==> config.mk <==
export PLATFORM = sky130hd
export DESIGN_NAME = btb_assoc
export DESIGN_NICKNAME = d
export VERILOG_FILES = /design/src/rtl/btb_pkg.sv /design/src/rtl/sat_ctr2.sv /design/src/rtl/btb_assoc.sv
export SDC_FILE = /design/constraint.sdc
export NUM_CORES = 2
export LEC_CHECK = 0
export CAP_MARGIN = 20
export CORE_ASPECT_RATIO = 1.2
export CORE_MARGIN = 5
export CORE_UTILIZATION = 40
export CTS_BUF_LIST = sky130_fd_sc_hd__clkbuf_8
export CTS_CLUSTER_DIAMETER = 50
export CTS_CLUSTER_SIZE = 20
export DETAILED_ROUTE_END_ITERATION = 8
export PLACE_DENSITY = 0.54
export SLEW_MARGIN = 30
export SYNTH_ARGS = -nofsm -noshare
export SYNTH_HDL_FRONTEND = slang
export SYNTH_SLANG_ARGS = --single-unit
==> constraint.sdc <==
create_clock -name clk_in -period 5.7 [get_ports clk_in]
set_input_delay 0.855 -clock clk_in [delete_from_list [all_inputs] [get_ports clk_in]]
set_output_delay 0.855 -clock clk_in [all_outputs]
set_load 0.01 [all_outputs]
==> src/rtl/btb_pkg.sv <==
// btb_pkg: shared widths, counter type and counter constants for the BTB
package btb_pkg;
  localparam int PC_W = 32;
  typedef logic [1:0] ctr2_t;
  localparam ctr2_t CTR_INIT  = 2'b10;
  localparam ctr2_t CTR_RESET = 2'b00;
endpackage

==> src/rtl/sat_ctr2.sv <==
// sat_ctr2: 2-bit saturating up/down counter step
module sat_ctr2 import btb_pkg::*; (
  input  ctr2_t c_i,
  input  logic  up_i,
  output ctr2_t c_o
);
  assign c_o = up_i ? (c_i == 2'b11 ? c_i : c_i + 2'd1) : (c_i == 2'b00 ? c_i : c_i - 2'd1);
endmodule

==> src/rtl/btb_assoc.sv <==
// btb_assoc: 2-way set-associative branch target buffer, 1-cycle lookup; BTB_COUNTER_EN adds 2-bit direction counters
module btb_assoc import btb_pkg::*; #(
  parameter int PC  = PC_W,
  parameter int IDX = 4
) (
  input  logic          clk_in,
  input  logic          rst_n_in,
  input  logic          lookup_valid_in,
  input  logic [PC-1:0] lookup_pc_in,
  output logic          pred_valid_out,
  output logic          pred_hit_out,
  output logic          pred_taken_out,
  output logic [PC-1:0] pred_target_out,
  input  logic          update_in,
  input  logic [PC-1:0] update_pc_in,
  input  logic [PC-1:0] update_target_in,
  input  logic          update_taken_in
);
  localparam int SETS = 1 << IDX;
  localparam int TAGW = PC - IDX - 2;
  logic [1:0]      val_q [SETS];
  logic [SETS-1:0] lru_q;
  logic [TAGW-1:0] tag_q [SETS][2];
  logic [PC-1:0]   tgt_q [SETS][2];
  logic            pv_q, hit_q, taken_q;
  logic [PC-1:0]   ptgt_q;
  logic [IDX-1:0]  lidx, uidx;
  logic [TAGW-1:0] ltag, utag;
  logic            lm0, lm1, lway, hit_d, taken_d;
  logic [PC-1:0]   tgt_d;
  logic            um0, um1, uhit, uway, victim, wway;
  logic [1:0]      unused_pc;
`ifdef BTB_COUNTER_EN
  ctr2_t ctr_q [SETS][2];
  ctr2_t ctr_d [2];
  for (genvar w = 0; w < 2; w++) begin : g_ctr
    sat_ctr2 u_ctr (.c_i(ctr_q[uidx][w]), .up_i(update_taken_in), .c_o(ctr_d[w]));
  end
`endif
  assign unused_pc = lookup_pc_in[1:0] ^ update_pc_in[1:0];
  // lookup match against the pre-update contents; way 0 wins a double match
  always_comb begin
    lidx = lookup_pc_in[IDX+1:2];
    ltag = lookup_pc_in[PC-1:IDX+2];
    lm0 = val_q[lidx][0] && tag_q[lidx][0] == ltag;
    lm1 = val_q[lidx][1] && tag_q[lidx][1] == ltag;
    lway = !lm0;
    hit_d = lookup_valid_in && (lm0 || lm1);
    tgt_d = hit_d ? tgt_q[lidx][lway] : '0;
`ifdef BTB_COUNTER_EN
    taken_d = hit_d && ctr_q[lidx][lway][1];
`else
    taken_d = hit_d;
`endif
  end
  // update match and victim choice: first invalid way, else the LRU way
  always_comb begin
    uidx = update_pc_in[IDX+1:2];
    utag = update_pc_in[PC-1:IDX+2];
    um0 = val_q[uidx][0] && tag_q[uidx][0] == utag;
    um1 = val_q[uidx][1] && tag_q[uidx][1] == utag;
    uhit = um0 || um1;
    uway = !um0;
    victim = !val_q[uidx][0] ? 1'b0 : !val_q[uidx][1] ? 1'b1 : lru_q[uidx];
    wway = uhit ? uway : victim;
  end
  // valid/LRU/counter state and registered prediction; update LRU write follows lookup so it wins
  always_ff @(posedge clk_in or negedge rst_n_in) begin
    if (!rst_n_in) begin
      for (int i = 0; i < SETS; i++) begin
        val_q[i] <= '0;
`ifdef BTB_COUNTER_EN
        ctr_q[i][0] <= CTR_RESET;
        ctr_q[i][1] <= CTR_RESET;
`endif
      end
      lru_q <= '0;
      pv_q <= 1'b0;
      hit_q <= 1'b0;
      taken_q <= 1'b0;
      ptgt_q <= '0;
    end else begin
      pv_q <= lookup_valid_in;
      hit_q <= hit_d;
      taken_q <= taken_d;
      ptgt_q <= tgt_d;
      if (hit_d) lru_q[lidx] <= !lway;
      if (update_in) begin
        if (uhit) begin
          if (update_taken_in) lru_q[uidx] <= !uway;
`ifdef BTB_COUNTER_EN
          ctr_q[uidx][uway] <= ctr_d[uway];
`else
          if (!update_taken_in) val_q[uidx][uway] <= 1'b0;
`endif
        end else if (update_taken_in) begin
          val_q[uidx][victim] <= 1'b1;
          lru_q[uidx] <= !victim;
`ifdef BTB_COUNTER_EN
          ctr_q[uidx][victim] <= CTR_INIT;
`endif
        end
      end
    end
  end
  // tag/target payload, meaningless while invalid so never reset
  always_ff @(posedge clk_in) begin
    if (update_in && update_taken_in) begin
      tag_q[uidx][wway] <= utag;
      tgt_q[uidx][wway] <= update_target_in;
    end
  end
  assign pred_valid_out = pv_q;
  assign pred_hit_out = hit_q;
  assign pred_taken_out = taken_q;
  assign pred_target_out = ptgt_q;
endmodule

==> run_results.csv <==
group,metric,value,unit
clock_network,cts_num_sinks,1938,
global_route,grt_max_degree,65,
setup_path,worstSetupStartpointType,"input pin",
synthesis,synth_cell_types,78,
synthesis,yosysWarnings,0,
synthesis,yosysMostFrequentCell,"edfxtp_1",
synthesis,async_flop_share,4.23,%
clock_network,cts-root-buf,"clkbuf_8",
setup_path,r2r-end,"tag_q[15][45]",
sta,setup-violations-final,0,
hold_path,hold_path_depth,1,
floorplan,ios,136,
setup_path,critPathRequiredTime,6340,ps
setup_path,crit_slowest_cell,"mux4_2",
drt,drc_errors,0,
drt,wl_per_cell,35.2,um
setup_path,timing.rr.start,"tag_q[11][44]",
drt,top_layer_used,"met5",
synthesis,netlist_area,83000,sq um
sta,min_period,4560,ps
sta,drv_slew,0,
setup_path,reg2regPathDepth,11,
cells_and_area,num-nets-final,4373,
hold_path,hold_path_end,"tgt_q[15][20]",
drt,wl_met3,15200,um
setup_path,critical_path_class,"input pin to register",
floorplan,die_width,426,um
floorplan,dieArea,217000,sq um
synthesis,synth-seq-cells,1938,
setup_path,r2r_setup_slack,1160,ps
drt,antenna_left,0,
clock_network,cts_buffers,167,
drt,met2_length,125000,um
clock_network,clock_path_buffers,3,
synthesis,synth_area_leader_cell,"edfxtp_1",
global_route,grt-ovfl-total,0,
hold_path,hold_path.class,"input pin to register",
synthesis,yosys.area.top_type_share,67.1,%
sta,slew-limit-headroom,37.4,%
synthesis,synth_nets,3955,
cells_and_area,layout-drive-gt1-share,35.7,%
sta,clock.fmax,219,MHz
placed_design,dpl_cell_area,90900,sq um
synthesis,synth.avg_cell_area,21.5,sq um
clock_network,clk_latency,1000,ps
clock_network,clk_pin_slew,120,ps
synthesis,synth_edf_count,1856,
setup_path,critPathCaptureType,"register",
cells_and_area,post-route-util,45.8,%
global_route,grt_usage,23.2,%
clock_network,postCtsSetupBuffers,0,
setup_path,cp_max_fo,36,
drt,via_count,43154,
synthesis,ys.flop_type,"edfxtp_1",
floorplan,design.core.area,207000,sq um
cells_and_area,final_area,94700,sq um
job,maxCapViolations,0,
global_route,antenna_found_initial,14,
power_and_ir_drop,p_leak,30.0,nW
drt,drt-total-wl,253000,um
sta,fin_crit_sh,80.0,%
synthesis,synth-seq-area-share,69.6,%
clock_network,htreeDepth,4,
sta,worst_pin_slew,939,ps
placed_design,gp_congestion,0.878,
power_and_ir_drop,power_density,291,nW/um^2
drt,vias_per_cell,6.00,
global_route,grt_pass1_wl,354000,um
synthesis,syn-instance-count,3854,
placed_design,port_buffers,131,
synthesis,synth_area_leaders,"edfxtp_1, mux4_2, dfrtp_1",
synthesis,yosys-top-cells-count,"edfxtp_1, mux4_2, mux2i_1",
setup_path,crit_buf_inv,6,
sta,clock_skew,88.2,ps
clock_network,postCtsHoldBufs,1,
drt,wl_met1,103000,um
setup_path,crit_top_cell,"buf_4",
global_route,first_global_vias,44968,
clock_network,cts-resized-gates,0,
floorplan,die_height,509,um
placed_design,dp_hpwl,163000,um
sta,finalHoldViolCount,0,
floorplan,rows,183,
floorplan,start_util,40.2,%
setup_path,cp_top_family,"buffers and inverters",
setup_path,critPathArrivalTime,5190,ps
setup_path,max_stage_delay,590,ps
drt,drt-initial-drc-count,4556,
power_and_ir_drop,irDropWorstVdd,0.257,mV
drt,dr.pass1.iters,6,
clock_network,cts_tree,"built",
hold_path,hp-start,"update_target_in[20]",
cells_and_area,area_growth,14.1,%
outcome,outcome,"completed",
setup_path,crit_chain,"buf_8 > buf_4 > buf_4 > mux4_2 > mux4_2 > a21oi_1 > o221ai_1 > a211oi_1 > buf_4 > a31oi_2 > nor2b_4 > buf_12 > and2_4 > buf_12",
sta,rsz0062_at_grt,"no",
## sequential cells by signal, summed over array words and instances (netlist names)
signal and count:
tgt_q 1024, tag_q 832, pred_target_out 32, val_q 32, lru_q 16, pred_taken_out 1, pred_valid_out 1
## through the flow
step	TNS, ps	setup WS [ps]	cells	hold WS (ps)	power, mW
final	0	1140	7196	333	27.6
after global routing	0	1140	7193	271	28.5
after CTS	0	1220	7191	262	27.9
after detailed placement	0	202	6877	528	18.8
after global placement	0	232	6877	519	18.7
after floorplan	-94880	-818	3854	499	17.6
## cells by family after synthesis
family / share of synthesized area, %
compound gates: 2.54
mux: 22.9
buf+inv: 1.89
flops: 69.6
simple gates: 1.81
xor+xnor: 1.22
## report_power, final
part           switching [mW]  total [mW]  leakage, nW  internal [mW]
Combinational            1.48        2.56         10.3           1.08
Sequential             0.0890        15.8         17.8           15.8
Clock                    5.40        9.19         1.95           3.80
## final cells by class
class                      count  area (sq um)
tap                         2775          3470
antenna                        5          12.5
multi-input combinational   1637         23800
clock inverter               143          1570
sequential                  1938         57800
clock buffer                 170          2340
timing repair buffer         501          5560
fill                       17340        112000
inverter                      27           109
## routing by layer
layer	vias up	GRT usage [%]
met1	23706	31.6
li1	17376	-
met4	10	8.08
met5	-	0
met2	1688	38.5
met3	374	3.62
## how the worst max path moves through the flow
stage	from	to	slack, ps	depth (start not counted)
after floorplan	update_pc_in[5]	tag_q[11][26]	-820	13
final	update_pc_in[3]	tag_q[2][22]	1140	14
after detailed placement	update_pc_in[3]	tag_q[15][45]	200	12
after global routing	tag_q[11][37]	tgt_q[15][56]	1140	11
after global placement	update_pc_in[3]	tgt_q[15][61]	230	12
after CTS	tag_q[11][44]	tgt_q[15][56]	1220	11
## placed cells by master (no fill, tap or decap), drive strengths merged, types with 16 or more instances in the layout
cell type / count
nor3: 33
and3: 16
o21ai: 18
clkinvlp: 22
clkbuf: 170
xor2: 31
o22ai: 29
xnor2: 85
mux4: 758
nor2: 37
clkdlybuf4s50: 90
nand3: 16
mux2i: 156
mux2: 36
nand2: 93
edfxtp: 1856
inv: 94
nor2b: 19
a31oi: 46
clkinv: 39
a22oi: 29
dfrtp: 82
buf: 410
a21oi: 65
and2: 19
No activity file was read; power rests on OpenSTA's default activity.
